--- src/rtl/uart_rx_sched_pkg.sv ---
// Shared definitions for the UART receive scheduler: FSM encoding and FIFO entry layout.
package uart_rx_sched_pkg;

  typedef enum logic [1:0] {
    StIdle = 2'd0,
    StAck  = 2'd1,
    StWait = 2'd2
  } state_e;

  localparam int unsigned EntryW  = 10;
  localparam int unsigned DataLsb = 0;
  localparam int unsigned DataMsb = 7;
  localparam int unsigned PerrBit = 8;
  localparam int unsigned FerrBit = 9;

endpackage

--- src/rtl/uart_rx_fifo.sv ---
// Synchronous show-ahead FIFO; the head entry is visible on rdata_o whenever valid_o is high.
module uart_rx_fifo #(
  parameter int unsigned Depth = 16,
  parameter int unsigned Width = 10,
  localparam int unsigned AddrW = $clog2(Depth),
  localparam int unsigned FillW = AddrW + 1
) (
  input  logic             clk_i,
  input  logic             rst_i,
  input  logic             push_i,
  input  logic [Width-1:0] wdata_i,
  input  logic             pop_i,
  output logic [Width-1:0] rdata_o,
  output logic             valid_o,
  output logic             full_o,
  output logic [FillW-1:0] fill_o
);

  logic [Width-1:0] mem_q [Depth];
  logic [AddrW-1:0] wr_ptr_q, wr_ptr_d;
  logic [AddrW-1:0] rd_ptr_q, rd_ptr_d;
  logic [FillW-1:0] fill_q, fill_d;
  logic             push_fire, pop_fire;

  assign full_o    = (fill_q == FillW'(Depth));
  assign valid_o   = (fill_q != '0);
  assign push_fire = push_i & ~full_o;
  assign pop_fire  = pop_i & valid_o;
  assign fill_o    = fill_q;
  // Masked so an empty FIFO never exposes stale or uninitialised storage.
  assign rdata_o   = valid_o ? mem_q[rd_ptr_q] : '0;

  always_comb begin
    wr_ptr_d = wr_ptr_q;
    rd_ptr_d = rd_ptr_q;
    fill_d   = fill_q;
    if (push_fire) wr_ptr_d = wr_ptr_q + AddrW'(1);
    if (pop_fire)  rd_ptr_d = rd_ptr_q + AddrW'(1);
    case ({push_fire, pop_fire})
      2'b10:   fill_d = fill_q + FillW'(1);
      2'b01:   fill_d = fill_q - FillW'(1);
      default: fill_d = fill_q;
    endcase
  end

  always_ff @(posedge clk_i) begin
    if (rst_i) begin
      wr_ptr_q <= '0;
      rd_ptr_q <= '0;
      fill_q   <= '0;
    end else begin
      wr_ptr_q <= wr_ptr_d;
      rd_ptr_q <= rd_ptr_d;
      fill_q   <= fill_d;
    end
  end

  always_ff @(posedge clk_i) begin
    if (push_fire) mem_q[wr_ptr_q] <= wdata_i;
  end

endmodule

--- src/rtl/uart_rx_sched.sv ---
// UART receive scheduler: moves bytes from the receiver into a FIFO and tracks
// sticky errors, idle timeout and the combined interrupt.
module uart_rx_sched
  import uart_rx_sched_pkg::*;
#(
  parameter int unsigned FIFO_DEPTH    = 16,
  parameter int unsigned IRQ_LEVEL     = 8,
  parameter int unsigned TIMEOUT_TICKS = 32,
  localparam int unsigned FillW = $clog2(FIFO_DEPTH) + 1
) (
  input  logic              clk_i,
  input  logic              rst_i,
  input  logic              baud_en_i,
  input  logic              rx_rdy_i,
  input  logic [7:0]        rx_data_i,
  input  logic              parity_err_i,
  input  logic              framing_err_i,
  input  logic              overflow_i,
  output logic              rx_read_o,
  input  logic              rd_en_i,
  output logic [EntryW-1:0] rd_data_o,
  output logic              rd_valid_o,
  output logic [FillW-1:0]  fill_o,
  input  logic              clr_err_i,
  input  logic              err_irq_en_i,
  output logic              sticky_perr_o,
  output logic              sticky_ferr_o,
  output logic              sticky_ovf_o,
  output logic              timeout_o,
  output logic              irq_o
);

  localparam int unsigned CntW = $clog2(TIMEOUT_TICKS + 1);
  localparam logic [CntW-1:0]  TimeoutMax = CntW'(TIMEOUT_TICKS);
  localparam logic [FillW-1:0] IrqLvl     = FillW'(IRQ_LEVEL);

  state_e            state_q, state_d;
  logic              push, pop_fire, fifo_full;
  logic [EntryW-1:0] entry;
  logic [2:0]        err_flags, err_prev_q, sticky_q, sticky_d;
  logic [CntW-1:0]   tmo_cnt_q, tmo_cnt_d;
  logic              timeout_q, timeout_d, irq_q, irq_d;

  always_comb begin
    entry                  = '0;
    entry[DataMsb:DataLsb] = rx_data_i;
    entry[PerrBit]         = parity_err_i;
    entry[FerrBit]         = framing_err_i;
  end

  // Full is judged on the current fill, so a pop while full defers the push a cycle.
  assign push     = (state_q == StIdle) & rx_rdy_i & ~fifo_full;
  assign pop_fire = rd_en_i & rd_valid_o;

  uart_rx_fifo #(
    .Depth (FIFO_DEPTH),
    .Width (EntryW)
  ) u_fifo (
    .clk_i   (clk_i),
    .rst_i   (rst_i),
    .push_i  (push),
    .wdata_i (entry),
    .pop_i   (rd_en_i),
    .rdata_o (rd_data_o),
    .valid_o (rd_valid_o),
    .full_o  (fifo_full),
    .fill_o  (fill_o)
  );

  always_comb begin
    state_d = state_q;
    case (state_q)
      StIdle:  if (push) state_d = StAck;
      StAck:   state_d = StWait;
      StWait:  if (!rx_rdy_i) state_d = StIdle;
      default: state_d = StIdle;
    endcase
  end

  // Gated by reset so a reset landing in ACK never strobes the receiver.
  assign rx_read_o = (state_q == StAck) & ~rst_i;

  assign err_flags = {overflow_i, framing_err_i, parity_err_i};
  assign sticky_d  = (err_flags & ~err_prev_q) | (sticky_q & {3{~clr_err_i}});

  always_comb begin
    tmo_cnt_d = tmo_cnt_q;
    timeout_d = timeout_q;
    if (push || pop_fire || fill_o == '0) begin
      tmo_cnt_d = '0;
    end else if (baud_en_i && tmo_cnt_q != TimeoutMax) begin
      tmo_cnt_d = tmo_cnt_q + CntW'(1);
    end
    if (pop_fire || fill_o == '0) begin
      timeout_d = 1'b0;
    end else if (tmo_cnt_q == TimeoutMax) begin
      timeout_d = 1'b1;
    end
  end

  assign irq_d = (fill_o >= IrqLvl) | timeout_q | (err_irq_en_i & (|sticky_q));

  always_ff @(posedge clk_i) begin
    if (rst_i) begin
      state_q    <= StIdle;
      err_prev_q <= '0;
      sticky_q   <= '0;
      tmo_cnt_q  <= '0;
      timeout_q  <= 1'b0;
      irq_q      <= 1'b0;
    end else begin
      state_q    <= state_d;
      err_prev_q <= err_flags;
      sticky_q   <= sticky_d;
      tmo_cnt_q  <= tmo_cnt_d;
      timeout_q  <= timeout_d;
      irq_q      <= irq_d;
    end
  end

  assign sticky_perr_o = sticky_q[0];
  assign sticky_ferr_o = sticky_q[1];
  assign sticky_ovf_o  = sticky_q[2];
  assign timeout_o     = timeout_q;
  assign irq_o         = irq_q;

endmodule
--- config.mk ---
export PLATFORM = sky130hd
export DESIGN_NAME = uart_rx_sched
export DESIGN_NICKNAME = d
export VERILOG_FILES = /design/src/rtl/uart_rx_sched_pkg.sv /design/src/rtl/uart_rx_fifo.sv /design/src/rtl/uart_rx_sched.sv
export SDC_FILE = /design/constraint.sdc
export NUM_CORES = 1
export LEC_CHECK = 0
export ABC_AREA = 0
export BUFFER_PORTS_ARGS = -buffer_cell sky130_fd_sc_hd__buf_2
export CORE_AREA = 2 2 156 97
export CTS_CLUSTER_SIZE = 28
export DETAILED_ROUTE_END_ITERATION = 10
export DIE_AREA = 0 0 158 99
export PLACE_DENSITY = 0.72
export SYNTH_ARGS = -nofsm -noshare
export SYNTH_HDL_FRONTEND = slang
export SYNTH_HIERARCHICAL = 1
export SYNTH_SLANG_ARGS = --single-unit
--- constraint.sdc ---
create_clock -name clk_i -period 7.7 [get_ports clk_i]
set_input_delay 0.385 -clock clk_i [delete_from_list [all_inputs] [get_ports clk_i]]
set_output_delay 0.385 -clock clk_i [all_outputs]
set_load 0.02 [all_outputs]
* Word-level counts from Yosys, hierarchy flattened
Memories as Yosys holds them, arrays and structs flattened. A register that Yosys moved wholly into a read port is not among the register bits.
Index checks and enable logic that the tools add are counted.
** Operators by class
- Muxes and demuxes :: 9
- Add/sub/neg operators :: 5
- Eq/ne operators :: 9
- Reductions and logical operators :: 12
- Order comparisons :: 1
- Bitwise logic cells :: 15
** Operators by type and width (number)
- 10-bit 2-to-1 mux :: 1
- 5-bit one-hot mux with 2 select lines :: 1
- 4-bit by 1-bit adder with 4-bit output (second input constant) :: 2
- 4-bit 2-to-1 mux :: 2
- 6-bit by 1-bit adder with 6-bit output (second input constant) :: 1
- 1-bit AND :: 6
- 3-bit AND :: 2
- 6-bit == test (second input constant) :: 1
- 6-bit != test (second input constant) :: 1
- 2-bit one-hot mux with 3 select lines :: 1
- 5-bit by 1-bit adder with 5-bit output (second input constant) :: 1
- 5-bit == test (second input constant) :: 1
- 5-bit by 4-bit >= comparator with 1-bit output (second input constant) :: 1
- 5-bit logical NOT :: 1
- 5-bit nonzero test :: 1
- 5-bit by 1-bit subtractor with 5-bit output (second input constant) :: 1
- 2-bit by 1-bit == test with 1-bit output (second input constant) :: 2
- 2-bit == test (second input constant) :: 2
- 2-bit 2-to-1 mux :: 2
- 2-bit != test (second input constant) :: 2
- 2-bit OR reduction :: 2
- 1-bit logical OR :: 3
- 1-bit inverter :: 3
- 3-bit inverter :: 1
- other kinds (8) :: 10
** Word-level totals
- Memories :: 1
- Bits in registers :: 29
- Memory bits (writable) :: 160
- Logic and storage cells :: 61
** Memory list
- u_fifo.mem_q :: words 16, width 10, read ports 1, clocked after Yosys merged registers in 1, wr ports 1, line uart_rx_fifo.sv:19 : logic [Width-1:0] mem_q [Depth];

* Logic depth before layout (Yosys ltp)
Gate-level depths: netlist (run 1).
- Depth after elaboration :: 6
- Mapped depth :: 16

* Hierarchy
Netlist (run 1), hierarchy kept.
** Modules (own cells, without submodules)
- uart_rx_fifo :: instances 1, area each 7014.2 sq um, cells each 366
- uart_rx_sched :: instances 1, area each 694.4 sq um, cells each 74

* Worst setup path before layout (run 1)
No wires, ideal clock.
- Path type :: register to register
- Start :: reg u_fifo.fill_q[1] (netlist: u_fifo/fill_o[1])
- End :: reg u_fifo.fill_q[4] (netlist: u_fifo/fill_o[4])
- Arrival time :: 3448 ps
- Setup slack :: 4131 ps
- Clock period less this slack :: 3569 ps
- Library setup time :: 121 ps
- Cell stages (with the launch flop) :: 16
- Path buffers :: 1
- Data required time :: 7579 ps
- Cells stage by stage :: dfxtp_1 > nor4_4 > and2_1 > or4b_1 > inv_1 > a21boi_2 > inv_1 > ha_1 > buf_2 > xor2_1 > ha_1 > nand2_1 > a21oi_1 > a31oi_1 > a2bb2oi_1 > mux2_4
** Between the ends
- Longest elaborated chain between the ends :: 6
** Ends and longest elaborated chain
- from (decl) :: line uart_rx_fifo.sv:22 : logic [FillW-1:0] fill_q, fill_d;
- from (signal assigned) :: line uart_rx_fifo.sv:54 : fill_q <= fill_d;
- 5-bit == test * :: line uart_rx_fifo.sv:25 : assign full_o = (fill_q == FillW'(Depth));
- via fifo_full :: line uart_rx_sched.sv:38 : logic push, pop_fire, fifo_full;
- 1-bit inverter * :: line uart_rx_sched.sv:52 : assign push = (state_q == StIdle) & rx_rdy_i & ~fifo_full;
- 1-bit AND * :: line uart_rx_sched.sv:52
- via push :: line uart_rx_sched.sv:38
- 1-bit AND * :: line uart_rx_fifo.sv:27 : assign push_fire = push_i & ~full_o;
- 2-bit by 1-bit == test with 1-bit output / 2-bit == test (equally long branches) :: line uart_rx_fifo.sv:39 : case ({push_fire, pop_fire})
- 5-bit one-hot mux with 2 select lines / 2-bit nonzero test (equally long branches)
Mark *: on every way through the listed nets, which the timed path passes. The rest lies on a longest branch.
A chain may end at the register's enable or synchronous reset.

* Worst setup path after layout (run 1)
Ends and elaborated chain as after synthesis.

==> qor.yml, run 1 <==
final_layout:
  final_cells: 695
  nFillCells: 1054
  antenna_cells: 0
  drive_gt1_share_pct: 24.9
  area_growth_pct: 12.4
  nets: 511
pwr:
  power_switching_share_pct: 29.2
  switchingPower_uw: 778
  seq_power_share_pct: 46.5
  power_frac_comb_pct: 22.2
  p_leak_uw: 0.00280
  vdd_drop_max_mv: 0.207
  finalPower_uw: 2670
  power_density_nw_per_um2: 308
  p_int_uw: 1890
  clock_power_share_pct: 31.2
sta:
  fin_crit_ns: 3.84
  finClkSkew_ns: 0.00941
  rsz0062_at_grt: "no"
  max_freq_mhz: 260
  post-route-period-util_pct: 49.9
  relSlewSlack_pct: 23.4
  setup_viol: 0
  worst_pin_slew_ns: 1.14
  setup_tns_ns: 0
  hold_viol_final: 0
  drv_slew: 0
placement:
  gp_congestion: 0.833
  io_buffers: 39
  post-place-cells: 663
  dp_hpwl_mm: 9.02
clocking:
  clk_pin_slew_ns: 0.07
  clk_latency_ns: 0.42
  cts-hold-fix-buffers: 0
  post_cts_buffers: 0
  ctsResizeCount: 0
  cts-root-buf: "clkbuf_16"
  cts_buffers: 17
  cts_max_level: 4
  clockBufferDepth: 2
  clock-sinks: 193
  tritoncts: "built"
die:
  dieArea_um2: 15600
  io_pins: 40
  start_util_pct: 54.3
  coreArea_um2: 14200
  rows: 34
  dieHeight_um: 99
  die_w_um: 158
synthesis:
  synth_top_cells_by_count: "edfxtp_1, mux4_2, nor2_1"
  synth_seq_cells: 193
  yosys-top-cells-area: "edfxtp_1, mux4_2, dfxtp_1"
  synth-adder-area-share_pct: 1.46
  synth_top_area_cell: "edfxtp_1"
  yosys.area_share.xor_xnor_pct: 1.36
  yosys-mux-area-fraction_pct: 14.7
  synthArstFlopShare_pct: 0
  yosysSeqAreaShare_pct: 70.9
  avgSynthCellArea_um2: 17.5
  synth_ff_type: "edfxtp_1"
  synth_enable_flop_cells: 160
  synthSimpleGateAreaFrac_pct: 6.15
  synth_area_um2: 7710
  synthCells: 440
  synthDominantCellAreaShare_pct: 62.3
  synth_compound_area_share_pct: 3.78
  syn-num-nets: 467
  yosysUniqueCellTypes: 43
  post-synth-top-count-cell: "edfxtp_1"
  synth_top_family_by_area: "multiplexers"
  yosys_warnings: 6
drt:
  drtPass1Iterations: 5
  postRouteAntennaNets: 0
  vias: 3999
  drt-initial-drc-count: 452
  vias_per_cell: 5.75
  drc: 0
  wl_mm: 14.5
  avgRoutedWirePerCell_um: 20.9
global_routing:
  grt_max_degree: 41
  grt_pass1_vias: 3909
  antenna_found_initial: 0
  grt_pass1_wl_mm: 22.1
  grt_usage_pct: 19.8
  grt-ovfl-total: 0
hold_path:
  min_path_cells: 2
  hold_path.class: "input pin to register"
run:
  max_cap_viol_count: 0
critical_path:
  endpoint_kind: "register"
  worstPathMaxFanout: 10
  critPathLaunchType: "register"
  slowest_delay_ns: 0.62
  required_ns: 8.02
  path_cells: "nor4_4, and2_1, or4b_1, inv_1, a21boi_2, inv_1, ha_1, xor2_1, ha_1, nand2_1, a21oi_1, a31oi_1, a2bb2oi_1, mux2_4"
  crit_type: "register to register"
  cpMaxStageDelayCell: "dfxtp_1"
  worst_r2r_path_depth: 14
  arrival_ns: 4.16
run_status:
  outcome: "finished, final reports clean"
## power groups by stage
stage                     sequential (uW)  clock, uW  combinational (uW)
after CTS                            1240        851                 595
after floorplan                      1250          0                 445
after detailed placement             1260          0                 592
final                                1240        834                 594
after global routing                 1250        893                 640
after global placement               1260          0                 584
## area by class of cell
class	count	area [um^2]	area share, %
multi-input combinational	219	2120	24.5
tap	198	248	2.86
inverter	8	30.0	0.346
sequential	193	5470	63.1
clock inverter	14	133	1.53
clock buffer	18	429	4.95
timing repair buffer	45	240	2.77
## worst paths after layout
kind / start / to / slack, ns
worst min register to register: sticky_q[1]$_SDFF_PP0_ / sticky_q[1]$_SDFF_PP0_ / 0.49
worst min-delay path: overflow_i / err_prev_q[2]$_SDFF_PP0_ / 0.19
worst max-delay path: u_fifo/fill_o[1]$_SDFFE_PP0P_ / u_fifo/fill_o[4]$_SDFFE_PP0P_ / 3.86
worst max register to register: u_fifo/fill_o[1]$_SDFFE_PP0P_ / u_fifo/fill_o[4]$_SDFFE_PP0P_ / 3.86
## flip-flops by register name, indices dropped and copies added, names as in the netlist, named ones only
register	count
state_q	2
tmo_cnt_q	6
sticky_q	3
u_fifo/wr_ptr_q	4
u_fifo/fill_o	5
u_fifo/rd_ptr_q	4
irq_o	1
timeout_o	1
err_prev_q	3
u_fifo/mem_q	160
## kinds of logic after synthesis
| logic type | Yosys count |
|---|---|
| AOI/OAI and AO/OA | 42 |
| xor gates and xnor gates | 12 |
| adders and majority gates | 9 |
| buffers and inverters | 28 |
| DFF | 193 |
| muxes | 63 |
| and+or+nand+nor | 93 |
## layer usage
metal	part of all wire (%)	track usage, %	routed length (um)
met5	0	0	0
met4	1.9	7.28	279
met3	5.7	3.87	831
met2	45	28.0	6480
met1	48	30.7	6910
## per-stage QoR
stage	util, %	setup slack [ns]	area [um^2]	hold WS, ns
2_1_floorplan	-	4.13	7710	0.462
6_report	61.0	3.86	8670	0.195
3_3_place_gp	57.0	4.03	8110	0.474
5_1_grt	61.0	3.64	8670	0.191
3_5_place_dp	57.0	3.92	8110	0.480
4_1_cts	61.0	3.90	8670	0.180
## layout by cell type (no fill, tap or decap), types with 2 or more instances in the layout
cell          n
a311o_1       2
buf_2        39
a22oi_1       2
o22ai_1      10
xor2_1        8
nand2b_1     13
o21ai_0       2
xnor2_1       4
nand2_1      13
a21boi_2      2
buf_4         6
inv_1         8
a31oi_1       3
edfxtp_1    160
inv_6         2
nor2_1       39
mux2i_1      22
a21oi_1      14
nor2b_1       4
ha_1          9
mux4_2       40
nand4_1       4
dfxtp_2       2
clkbuf_16    17
clkinvlp_4    4
inv_8         3
or3_1         2
and3_1        2
dfxtp_1      31
clkinv_1      2
nor3_1        8
## critical path: cells and delay by family (launching register included)
family          cells  cell delay (ns)
simple gates        4             0.98
compound gates      4             0.82
flops               1             0.62
mux                 1             0.31
fa+ha+maj           2             0.58
buf+inv             2             0.23
xor+xnor            1             0.19
No activity file was read; power rests on OpenSTA's default activity.
==> run 2: changes to the inputs <==
Settings changed: ABC_AREA 0 to 1, CORE_AREA 2 2 156 97 to 2 2 158 98, DIE_AREA 0 0 158 99 to 0 0 160 100, PLACE_DENSITY 0.72 to 0.75.
Clock period 7.7 ns to 3.5 ns, I/O delays scaled along.
==> qor.yml, run 2 <==
run_status:
  outcome: "finished, final reports clean"
clocking:
  clock-sinks: 193
  tritoncts: "built"
  cts-root-buf: "clkbuf_16"
  clockBufferDepth: 2
  clk_pin_slew_ns: 0.08
  cts_buffers: 17
  clk_latency_ns: 0.43
  cts_max_level: 4
synthesis:
  synthArstFlopShare_pct: 0
  post-synth-top-count-cell: "edfxtp_1"
  yosysUniqueCellTypes: 32
  synthCells: 672
  synth_ff_type: "edfxtp_1"
  yosys-top-cells-area: "edfxtp_1, dfxtp_1, nor2_1"
  synth_enable_flop_cells: 160
  synth_top_area_cell: "edfxtp_1"
  yosys_warnings: 6
  synth_area_um2: 7890
  syn-num-nets: 699
  synth_seq_cells: 193
  synthDominantCellAreaShare_pct: 60.9
  synth_top_cells_by_count: "edfxtp_1, nor2_1, o21ai_0"
  avgSynthCellArea_um2: 11.7
  yosysSeqAreaShare_pct: 69.3
pwr:
  power_switching_share_pct: 35.0
  finalPower_uw: 6380
  power_density_nw_per_um2: 717
  seq_power_share_pct: 42.2
  clock_power_share_pct: 31.5
  vdd_drop_max_mv: 0.338
  p_int_uw: 4150
  switchingPower_uw: 2240
  p_leak_uw: 0.00312
  power_frac_comb_pct: 26.3
global_routing:
  use_met2_pct: 36.0
  use_met1_pct: 35.2
  antenna_found_initial: 0
  grt-ovfl-total: 0
  grt_pass1_vias: 5276
  grtUsageMet3_pct: 5.87
  top_usage_layer: "met2"
  grt_usage_pct: 24.4
  grt_max_degree: 81
  grt_pass1_wl_mm: 29.0
final_layout:
  largest_reg_flops: 160
  final_cell_mix: "edfxtp_1, nor2_1, o21ai_0, buf_2, o21ai_1"
  antenna_cells: 0
  nets: 732
  regMostFlops: "u_fifo/mem_q"
  area_growth_pct: 12.8
  drive_gt1_share_pct: 14.1
  final_common_cell: "edfxtp_1"
sta:
  setup_viol: 0
  hold_viol_final: 0
  worst_pin_slew_ns: 0.964
  post-route-period-util_pct: 81.2
  max_freq_mhz: 352
  fin_crit_ns: 2.84
  drv_slew: 0
  rsz0062_at_grt: "no"
  finClkSkew_ns: 0.0151
  relSlewSlack_pct: 35.5
  setup_tns_ns: 0
placement:
  gp_congestion: 0.956
  dp_hpwl_mm: 12.1
  io_buffers: 39
die:
  rows: 35
  io_pins: 40
  dieHeight_um: 100
  dieArea_um2: 16000
  coreArea_um2: 14800
  die_w_um: 160
  start_util_pct: 53.3
critical_path:
  worstPathMaxFanout: 80
  crit_type: "register to output port"
  endpoint_kind: "output port"
  arrival_ns: 2.67
  critPathLaunchType: "register"
  required_ns: 3.32
  worst_r2r_path_depth: 9
drt:
  avgRoutedWirePerCell_um: 20.4
  drtPass1Iterations: 5
  vias_per_cell: 5.99
  postRouteAntennaNets: 0
  wl_mm: 18.8
  drt-initial-drc-count: 805
  drc: 0
  vias: 5515
hold_path:
  hold_path.class: "input pin to register"
  min_path_cells: 3
run:
  max_cap_viol_count: 0
==> run 2: cell types whose count changed after synthesis, sizes merged, moves of 6 or more <==
cell    previous run  this run
nand2b            13         0
mux2i             22         0
o21ai              2        90
buf                8        14
nor2              39       145
nand2             13        37
inv                8        39
clkbuf            12        21
nand3              0        32
mux4              40         0
o221ai             0        26
a21oi             14        20
==> run 2: final cells by class <==
class	count	area, um^2
fillers	1179	5910
multi-input cells	404	2120
well taps	203	254
repair buffers	49	273
clock inverters	15	204
clock buffers	17	425
inverters	40	150
flip-flops and latches	193	5470
==> run 2: logic make-up after synthesis <==
logic type / count (synthesis) / share of synthesized area (%)
and+or+nand+nor: 231 / 13.0
DFF: 193 / 69.3
AOI/OAI and AO/OA: 156 / 11.6
buffers and inverters: 75 / 3.79
adders and majority gates: 9 / 1.43
xor gates and xnor gates: 8 / 0.888
==> run 2: through the flow <==
step	hold slack, ns	std cells	util [%]	setup WS (ns)	instance area (um^2)
after floorplan	0.274	672	-	1.16	7890
after global placement	0.391	888	55.8	1.05	8260
after detailed placement	0.409	888	55.8	0.947	8260
after CTS	0.00103	921	60.1	0.740	8900
after global routing	0.0149	921	60.1	0.476	8900
final	0.00375	921	60.1	0.660	8900
==> run 2: final timing paths <==
check	slack, ns	end	startpoint
hold / removal	0.004	irq_o$_SDFF_PP0_	err_irq_en_i
setup / recovery	0.66	rd_data_o[6]	register
setup reg to reg	0.88	u_fifo/mem_q[0][8]$_DFFE_PP_	u_fifo/fill_o[3]$_SDFFE_PP0P_
hold reg to reg	0.44	sticky_q[1]$_SDFF_PP0_	err_prev_q[1]$_SDFF_PP0_
==> run 2: power groups by stage <==
stage	Sequential [uW]	Combinational, uW	Clock, uW
finish	2690	1680	2010
global route	2700	1830	2130
CTS	2690	1640	2030
detailed placement	2740	1630	0
global placement	2740	1600	0
floorplan	2750	1110	0
==> run 2: what timing repair did <==
| item | in CTS | in global routing |
|---|---|---|
| resized for setup | 0 | 0 |
| setup buffers | 0 | 0 |
| hold endpoints to repair | 1 | 0 |
| hold buffers | 1 | 0 |
==> run 2: critical path, cell delays in order (launching register included) <==
cell and delay, ns:
dfxtp_2 0.33, buf_4 0.61, o21ai_0 0.28, o22ai_1 0.33
nor2_1 0.08, nor2_1 0.09, o21ai_1 0.12, a21oi_1 0.17
buf_2 0.19
==> run 2: routing by layer <==
layer  share of wire, %  wire [um]  vias to the layer above
li1                   -          -                     2487
met1                 43       8010                     2671
met2                 44       8240                      322
met3                 11       2090                       35
met4                2.2        422                        0
met5                  0          0                        -
==> run 3: changes to the inputs <==
Settings changed: ABC_AREA 1 to 0, CORE_AREA 2 2 158 98 to 2 2 156 97, DIE_AREA 0 0 160 100 to 0 0 158 99.
Clock period 3.5 ns to 2.5 ns, I/O delays scaled along.
==> qor.yml, run 3 (synthesis results as in run 1) <==
critical_path:
  critPathMostFrequentCell: "inv_2"
  slowest_delay_ns: 0.49
  endpoint_kind: "register"
  worstPathMaxFanout: 4
  arrival_ns: 3.07
  required_ns: 2.82
  path_delay_family: "simple AND/OR/NAND/NOR gates"
  cpMaxStageDelayCell: "or4b_4"
  crit_type: "register to register"
  critPathLaunchType: "register"
  path_cells: "nor4_4, and2_1, or4b_4, inv_2, a21boi_4, inv_2, ha_4, xor2_1, ha_2, nand2_1, a21oi_1, a31oi_1, a2bb2oi_2, mux2_4"
  timing.critical_path.buf_inv: 2
sta:
  worst_slack_ns: -0.253
  fin_crit_ns: 2.75
  relSlewSlack_pct: 59.1
  max_freq_mhz: 363
  post-route-period-util_pct: 110
  drv_slew: 0
  hold_viol_final: 0
  rsz0062_at_grt: "yes"
  setup_viol: 3
  finClkSkew_ns: 0.00715
  worst_pin_slew_ns: 0.613
final_layout:
  nets: 564
  largest_reg_flops: 160
  drive_gt1_share_pct: 37.5
  nFillCells: 974
  regMostFlops: "u_fifo/mem_q"
  antenna_cells: 0
  final_common_cell: "edfxtp_1"
  final_cell_mix: "edfxtp_1, buf_4, mux4_2, buf_2"
  area_growth_pct: 21.8
drt:
  vias: 4349
  drtPass1Iterations: 5
  drt-initial-drc-count: 479
  wl_mm: 16.3
  drc: 0
  postRouteAntennaNets: 0
  avgRoutedWirePerCell_um: 21.8
  vias_per_cell: 5.81
pwr:
  finalPower_uw: 8720
  vdd_drop_max_mv: 0.508
  p_leak_uw: 0.00313
  power_density_nw_per_um2: 929
die:
  start_util_pct: 54.3
  dieArea_um2: 15600
  rows: 34
  dieHeight_um: 99
  die_w_um: 158
  io_pins: 40
  coreArea_um2: 14200
global_routing:
  grt-ovfl-total: 0
  grt_max_degree: 31
  antenna_found_initial: 0
  grtUsageMet3_pct: 5.76
  grt_pass1_wl_mm: 25.2
  grt_usage_pct: 22.5
  grt_pass1_vias: 4308
  use_met2_pct: 32.2
  use_met1_pct: 34.4
  top_usage_layer: "met1"
clocking:
  clk_latency_ns: 0.43
  cts_buffers: 17
  clk_pin_slew_ns: 0.07
  cts_max_level: 4
  clock-sinks: 193
  cts-root-buf: "clkbuf_16"
  tritoncts: "built"
  clockBufferDepth: 2
run:
  max_cap_viol_count: 0
run_status:
  violations: "setup timing"
  outcome: "finished, violations left"
hold_path:
  hold_path.class: "input pin to register"
placement:
  dp_hpwl_mm: 10.7
  gp_congestion: 0.842
  io_buffers: 39
  pre_cts_slack_ns: -0.298
-- run 3: changes by cell type in the layout (fill, tap and decap cells not counted), sizes merged, moves of 6 or more --
| cell | before | now |
|---|---|---|
| a21oi | 20 | 14 |
| buf | 48 | 94 |
| clkbuf | 17 | 23 |
| inv | 47 | 11 |
| mux2i | 0 | 22 |
| mux4 | 0 | 40 |
| nand2 | 37 | 13 |
| nand2b | 0 | 13 |
| nand3 | 32 | 0 |
| nor2 | 145 | 39 |
| o21ai | 90 | 2 |
| o221ai | 26 | 0 |
-- run 3: power by group --
| group | switching (uW) | total (uW) | internal, uW |
|---|---|---|---|
| sequential | 112 | 3760 | 3650 |
| clock | 1160 | 2580 | 1420 |
| combinational | 1290 | 2370 | 1080 |
| total | 2560 | 8720 | 6160 |
-- run 3: worst paths after layout --
check / from / to / slack (ns) / cells after the start
setup / recovery: u_fifo/fill_o[0]$_SDFFE_PP0P_ / u_fifo/fill_o[4]$_SDFFE_PP0P_ / -0.25 / 14
hold / removal: baud_en_i / tmo_cnt_q[2]$_SDFFE_PP0P_ / 0.06 / 4
setup reg to reg: u_fifo/fill_o[0]$_SDFFE_PP0P_ / u_fifo/fill_o[4]$_SDFFE_PP0P_ / -0.25 / 14
hold reg to reg: sticky_q[2]$_SDFF_PP0_ / sticky_q[2]$_SDFF_PP0_ / 0.48 / 2
-- run 3: timing repair --
item | in CTS | in global routing
gates resized for setup | 3 | 7
setup endpoints to repair | 21 | 52
pin swaps | 8 | 9
hold buffers | 4 | 0
endpoints found under the hold margin | 6 | 0
setup buffers | 4 | 11
-- run 3: metal layers --
| metal | part of all wire [%] | vias to the layer above |
|---|---|---|
| li1 | - | 1922 |
| met1 | 47 | 2266 |
| met2 | 45 | 146 |
| met3 | 7.3 | 15 |
| met4 | 1.1 | 0 |
| met5 | 0 | - |
-- run 3: area by class of cell --
class                           count  area (um^2)  area share, %
Sequential cell                   193         5480           58.4
Multi-Input combinational cell    219         2260           24.1
Timing Repair Buffer               98          802           8.54
Clock buffer                       23          499           5.32
Tap cell                          198          248           2.64
Clock inverter                      9         70.1          0.746
Inverter                            8         30.0          0.320
-- run 3: per-stage QoR --
step	setup TNS [ns]	hold slack (ns)	instance area, um^2	instances	utilization [%]
global route	-0.910	0.102	9390	748	66.1
global placement	-0.329	0.356	8600	697	60.5
finish	-0.505	0.0616	9390	748	66.1
floorplan	-2.87	0.224	7840	440	-
detailed placement	-0.483	0.374	8600	697	60.5
CTS	-0.475	0.0488	9260	737	65.1
-- run 3: worst register-to-register path, stage by stage, from the launching register on --
cell	delay, ns
dfxtp_2	0.35
nor4_4	0.05
and2_1	0.13
or4b_4	0.49
inv_2	0.08
a21boi_4	0.18
inv_2	0.06
ha_4	0.16
xor2_1	0.14
ha_2	0.20
nand2_1	0.06
a21oi_1	0.06
a31oi_1	0.20
a2bb2oi_2	0.18
mux2_4	0.31
